===== src/rtl/imem_fetch.sv =====
// imem_fetch: instruction fetch stage with a wait-stated ROM access and a one-entry line buffer
module imem_fetch #(
    parameter int DATA_WIDTH  = 16,
    parameter int ADDR_WIDTH  = 10,
    parameter int WAIT_STATES = 2
) (
    input  logic                  clock_i,
    input  logic                  nreset_i,
    input  logic [ADDR_WIDTH-1:0] ctrl_addr_i,
    input  logic                  ctrl_CEn_i,
    input  logic                  ctrl_OEn_i,
    input  logic                  flush_i,
    output logic [DATA_WIDTH-1:0] im_data_o,
    output logic                  hold_o,
    output logic [ADDR_WIDTH-1:0] rom_addr_o,
    output logic                  rom_CEn_o,
    output logic                  rom_OEn_o,
    input  logic [DATA_WIDTH-1:0] rom_data_i
);
    localparam int CW = ($clog2(WAIT_STATES + 1) > 1) ? $clog2(WAIT_STATES + 1) : 1;
    typedef enum logic {IDLE, ACCESS} state_t;
    state_t state, state_n;
    logic valid, valid_n, discard, discard_n, rom_off, rom_off_n;
    logic [ADDR_WIDTH-1:0] tag, tag_n, addr_q, addr_n;
    logic [DATA_WIDTH-1:0] data_q, data_n;
    logic [CW-1:0] count, count_n;
    logic req, hit, miss;
    assign req = !ctrl_CEn_i && !ctrl_OEn_i;
    assign hit = valid && (tag == ctrl_addr_i);
    assign miss = req && !hit;
    assign hold_o = nreset_i && ((state == ACCESS) || (state == IDLE && miss));
    assign im_data_o = data_q;
    assign rom_addr_o = addr_q;
    assign rom_CEn_o = rom_off;
    assign rom_OEn_o = rom_off;
    always_ff @(posedge clock_i or negedge nreset_i) begin
        if (!nreset_i) begin
            state   <= IDLE;
            valid   <= 1'b0;
            discard <= 1'b0;
            rom_off <= 1'b1;
            tag     <= '0;
            addr_q  <= '0;
            data_q  <= '0;
            count   <= '0;
        end else begin
            state   <= state_n;
            valid   <= valid_n;
            discard <= discard_n;
            rom_off <= rom_off_n;
            tag     <= tag_n;
            addr_q  <= addr_n;
            data_q  <= data_n;
            count   <= count_n;
        end
    end
    always_comb begin
        state_n   = state;
        valid_n   = valid;
        discard_n = discard;
        rom_off_n = rom_off;
        tag_n     = tag;
        addr_n    = addr_q;
        data_n    = data_q;
        count_n   = count;
        if (state == IDLE) begin
            if (flush_i) begin
                valid_n = 1'b0;
            end else if (miss) begin
                addr_n    = ctrl_addr_i;
                rom_off_n = 1'b0;
                count_n   = CW'(WAIT_STATES);
                discard_n = 1'b0;
                state_n   = ACCESS;
            end
        end else begin
            discard_n = discard || flush_i;
            if (count != '0) begin
                count_n = count - CW'(1);
            end else begin
                // a flush seen anywhere in the access, including this last cycle, discards the fill
                data_n    = rom_data_i;
                tag_n     = addr_q;
                valid_n   = !(discard || flush_i);
                rom_off_n = 1'b1;
                state_n   = IDLE;
            end
        end
    end
endmodule


===== config.mk =====
export PLATFORM = sky130hd
export DESIGN_NAME = imem_fetch
export DESIGN_NICKNAME = d
export VERILOG_FILES = /design/src/rtl/imem_fetch.sv
export SDC_FILE = /design/constraint.sdc
export NUM_CORES = 1
export LEC_CHECK = 0
export ABC_AREA = 1
export CAP_MARGIN = 20
export CORE_UTILIZATION = 41
export CTS_CLUSTER_SIZE = 28
export DETAILED_ROUTE_END_ITERATION = 16
export HOLD_SLACK_MARGIN = 0.12
export PLACE_DENSITY = 0.83
export SYNTH_ARGS = -nofsm -noshare
export SYNTH_HDL_FRONTEND = slang
export SYNTH_SLANG_ARGS = --single-unit

===== constraint.sdc =====
create_clock -name clock_i -period 1.7 [get_ports clock_i]
set_clock_uncertainty 0.2 [all_clocks]
set_input_delay 0.34 -clock clock_i [delete_from_list [all_inputs] [get_ports clock_i]]
set_output_delay 0.34 -clock clock_i [all_outputs]
set_load 0.1 [all_outputs]

== Word-level counts from Yosys, hierarchy flattened ==
Index checks and enable logic that the tools add are counted.
Cells by class
  add/subtract/negate cells: 1
  equal/unequal tests: 4
  multiplexer cells: 16
  bitwise gates (word level): 3
  reduce and logical (&&, ||, !) cells: 20
Operators by type and width (number)
  1-bit 2-to-1 mux: 12
  10-bit == test: 1
  3-bit AND reduction: 3
  2-bit 2-to-1 mux: 4
  2-bit AND reduction: 3
  2-bit nonzero test: 3
  1-bit logical AND: 5
  1-bit logical NOT: 4
  2-bit by 1-bit inequality test with 1-bit output, second input constant: 2
  1-bit inverter: 3
  1-bit logical OR: 2
  2-bit inequality test, second input constant: 1
  2-bit by 1-bit subtractor with 2-bit output, second input constant: 1
Storage, ports and cells
  register bits: 42
  input port bits: 31
  output and inout port bits: 29
  word-level logic and storage cells: 52

== Longest topological paths before layout ==
  depth in word-level cells: 7
  gate-level depth with buffers: 11
  gate-level depth less buffers: 10

== Worst setup path before layout ==
Ideal clock, no wire load.
  kind: register -> output
  start: reg tag[2]
  end: out hold_o
  arrival: 2.924 ns
  required time: 1.160 ns
  slack: -1.764 ns
  stages on the path, launching flop included: 10
  path buffers: 0
  path through: dfrtp_1 inv_1 nand2_1 nand2_1 inv_1 nand2_1 nor2_2 nand3_2 nand2_1 a21boi_0
On the way
  word-level cells in the longest chain between the ends: 7
RTL lines
  start: declaration: line 24  | logic [ADDR_WIDTH-1:0] tag, tag_n, addr_q, addr_n;
  start signal: assignment: line 51  | tag <= tag_n;
  10-bit == test: line 29  | assign hit = valid && (tag == ctrl_addr_i);
  1-bit logical AND: line 29
  1-bit logical NOT: line 30  | assign miss = req && !hit;
  1-bit logical AND: line 30
  1-bit logical AND: line 31  | assign hold_o = nreset_i && ((state == ACCESS) || (state == IDLE && miss));
  1-bit logical OR: line 31
  1-bit logical AND: line 31
  end: declaration: line 14  | output logic hold_o,
Every way passes these cells.

== Worst setup path in the final report ==
  start: reg tag[7]
  end: out hold_o
Same word-level chain as after synthesis.

==> metrics.log <==
INFO  metric status = finished with violations
INFO  metric violations_in_the_final_reports = setup timing
INFO  metric timing.hold.worst.start = ctrl_addr_i[8]
INFO  metric hold_path_class = input port to register
INFO  metric std_cell_rows = 24
INFO  metric die_x = 69.95 um
INFO  metric post-route-period-util = 123.0%
INFO  metric synth_compound_area_share = 7.799%
INFO  metric h-tree-depth = 2
INFO  metric dominant_combinational_cell_family_by_area_after_synthesis = simple AND/OR/NAND/NOR gates
INFO  metric sequential_to_total_area_share_from_yosys_stat = approximately 56%
INFO  metric detailedPlacementHpwl = roughly 3000 um
INFO  metric worst_setup_path_start_kind = register
INFO  metric mappedNetlistNets = 224
INFO  metric clk_latency = around 0.3 ns
INFO  metric globalRouteTotalUtil = approximately 18%
INFO  metric globalplace.congestion = approximately 0.72
INFO  metric end_kind = output port
INFO  metric finalWorstPathRequiredPeriod = roughly 2.1 ns
INFO  metric viasPerCell = 4.683
INFO  metric adder_cell_area_share_of_the_yosys_netlist = less than 1%
INFO  metric num_io_pins = 60
INFO  metric drive_above_1_share = around two fifths
INFO  metric yosys.area_share.xor_xnor = less than 1%
INFO  metric yosys_most_used_dff = sky130_fd_sc_hd__dfrtp_1
INFO  metric placement.setup.worst_slack = -0.4806 ns
INFO  metric antenna_found_initial = 0
INFO  metric worst_pin_slew = between 0.5 and 0.6 ns
INFO  metric syn-cell-area = 1893 um2
INFO  metric starting_density_of_the_core = between 40% and 50%
INFO  metric worst-path-max-fanout = 2
INFO  metric route.antenna.remaining_nets = 0
INFO  metric rsz0062_at_grt = yes
INFO  metric holdWs = roughly 0.24 ns
INFO  metric clock-root-buffer = sky130_fd_sc_hd__clkbuf_8
INFO  metric final-setup-viol-count = 17
INFO  metric fp.dieH = between 60 and 70 um
INFO  metric maxCapViolCount = 0
INFO  metric drcViolationCount = 0
INFO  metric grt_pass1_wl = 7058 um
INFO  metric synthDominantAreaCellType = sky130_fd_sc_hd__dfrtp_1
INFO  metric synth_top_area_share = around 54%
INFO  metric fin_nets = between 300 and 400
INFO  metric syn2layout_area_growth = 70.46%
INFO  metric via_count_of_the_first_global_routing_pass = between 1500 and 2000
INFO  metric yosysWarnings = 0
INFO  metric cts_max_path_buffers = 2
INFO  metric wirelength = roughly 4300 um
INFO  metric synth_area_leaders = sky130_fd_sc_hd__dfrtp_1 54%, sky130_fd_sc_hd__mux2_2 10%, sky130_fd_sc_hd__nand2_1 8.3%
INFO  metric detailedRoute.firstIterationViolations = between 80 and 90
INFO  metric timing_hold_violations_final = 0
INFO  metric avgSynthCellArea = just under 10 um2
INFO  metric worstReg2RegStart = tag[7]
INFO  metric yosys-top-cells-count = 42 x sky130_fd_sc_hd__nand2_1, 41 x sky130_fd_sc_hd__dfrtp_1, 29 x sky130_fd_sc_hd__inv_1, 17 x sky130_fd_sc_hd__mux2_2, 14 x sky130_fd_sc_hd__nor2_1
INFO  metric final-max-slew-violation-count = 0
INFO  metric synth-async-reset-ratio = between 90% and 100%
INFO  metric slew_headroom = 64.39%
INFO  metric max_freq = approximately 480 MHz
INFO  metric cts.sink_count = between 40 and 50
INFO  metric ys_types = 25
INFO  metric route.detailed.wl_per_inst = between 10 and 15 um
INFO  metric tritoncts = built
INFO  metric worst_ep_arrival_time = between 1.5 and 2 ns
INFO  metric detailed_routing_iteration_count_for_the_pre_antenna_repair_pass = 4
INFO  metric synth-edff-count = 0
INFO  metric synthesis.instances = about 190
INFO  metric floorplan.die_area = slightly below 5000 um2
INFO  metric finish.cell_count_without_fillers = 334
INFO  metric register_area = between 1000 and 1500 um2
INFO  metric core = 4384 um2
INFO  metric worstSetupStartpoint = tag[7]
INFO  metric cts_inserted_buffers = 5
INFO  metric timing.final.ws_setup = -0.3911 ns
INFO  metric clk_pin_slew = roughly 0.090 ns
INFO  metric post_synthesis_mux_area_share = 10.11%
INFO  metric synthMostInstantiatedCell = sky130_fd_sc_hd__nand2_1
INFO  metric num_antenna_cells = 0
INFO  metric fraction_of_the_mapped_netlist_area_in_simple_logic_gates = 15.93%
INFO  metric ys_seq_elements = 42
INFO  metric multiInputGateArea = between 600 and 700 um2
INFO  metric globalRouteOverflowTotal = 0
INFO  metric fillerInstances = 299
INFO  metric placedCellCount = 314
INFO  metric detailed_route_via_count = about 1600
INFO  metric numPortBuffers = 59
INFO  metric critPathRequiredTime = between 1 and 1.5 ns
INFO  metric grt_start_max_net_pins = between 40 and 50
INFO  metric timing.setup.critical_path_class = register to output port
-- worst paths after layout --
path / end / slack, ns / cells past startpoint
setup / recovery: hold_o / -0.39 / 10
hold / removal: rom_addr_o[8] / 0.24 / 3
setup reg to reg: tag[7] / -0.17 / 11
hold reg to reg: valid / 0.30 / 1
max in group asynchronous: rom_CEn_o / 0.42 / 3
min in group asynchronous: rom_addr_o[8] / 0.50 / 3
-- layer usage --
metal  track usage, %  wire length (um)
met5                0                 0
met4            4.000                38
met3            6.494               287
met2            31.73              2174
met1            21.63              1783
-- kinds of logic after synthesis --
logic type | count (synthesis)
compound gates | 24
xor+xnor | 1
fa+ha+maj | 1
buf+inv | 39
flops | 42
mux | 17
simple gates | 68
-- state kept, by name, indices dropped and copies added, names as in the netlist --
name / flops
im_data_o: 16
rom_addr_o: 10
tag: 10
count: 2
discard: 1
rom_CEn_o: 1
state: 1
valid: 1
-- layout make-up --
type | count | share of cell area (%)
timing repair buffer | 88 | 35.63
sequential | 42 | 32.73
multi-input combinational | 111 | 21.52
inverter | 33 | 3.839
clock buffer | 5 | 2.133
clock inverter | 3 | 2.133
tap | 52 | 2.016
-- critical path, stage by stage, from the launching register on --
cell and delay [ns]:
sky130_fd_sc_hd__dfrtp_1 0.41, sky130_fd_sc_hd__inv_2 0.07, sky130_fd_sc_hd__nand2_2 0.04, sky130_fd_sc_hd__nand2_1 0.06, sky130_fd_sc_hd__inv_1 0.04, sky130_fd_sc_hd__nand2_1 0.07, sky130_fd_sc_hd__nor2_2 0.04, sky130_fd_sc_hd__nand3_2 0.08
sky130_fd_sc_hd__nand2_2 0.07, sky130_fd_sc_hd__a21boi_4 0.18, sky130_fd_sc_hd__buf_12 0.19
-- what timing repair did --
| item | CTS | global route |
|---|---|---|
| endpoints found under the setup margin | 16 | 17 |
| cloned | 0 | 1 |
| pin swaps | 8 | 10 |
| endpoints found under the hold margin | 41 | 0 |
| resized for setup | 12 | 10 |
| buffers inserted | 11 | 2 |
| hold buffers | 1 | 0 |
-- layout by cell type, fill, tap and decap left out, types with 2 or more instances in the layout --
cell type,n
sky130_fd_sc_hd__nor2_1,12
sky130_fd_sc_hd__dfrtp_1,41
sky130_fd_sc_hd__nor2_2,3
sky130_fd_sc_hd__buf_6,3
sky130_fd_sc_hd__inv_1,26
sky130_fd_sc_hd__a21oi_1,8
sky130_fd_sc_hd__dlygate4sd2_1,10
sky130_fd_sc_hd__mux2_2,17
sky130_fd_sc_hd__inv_2,7
sky130_fd_sc_hd__buf_4,21
sky130_fd_sc_hd__o21ai_1,5
sky130_fd_sc_hd__nand2_2,9
sky130_fd_sc_hd__o21ai_0,2
sky130_fd_sc_hd__nand3_2,3
sky130_fd_sc_hd__bufinv_16,2
sky130_fd_sc_hd__buf_12,32
sky130_fd_sc_hd__clkbuf_8,5
sky130_fd_sc_hd__nand2_1,39
sky130_fd_sc_hd__o21ai_2,6
sky130_fd_sc_hd__clkdlybuf4s50_1,19
-- per-stage QoR --
stage | setup TNS [ns] | utilization (%) | cell area, um2
after floorplan | -0.2058 | - | 1911
after global placement | -5.491 | 67.55 | 2962
after detailed placement | -6.098 | 67.55 | 2962
after CTS | -0.7146 | 72.66 | 3186
after global routing | -3.163 | 73.60 | 3227
final | -1.165 | 73.60 | 3227
Power is left out: the tool's default activity adds up to more than one toggle a clock period on the data nets, which glitch-free logic cannot reach.
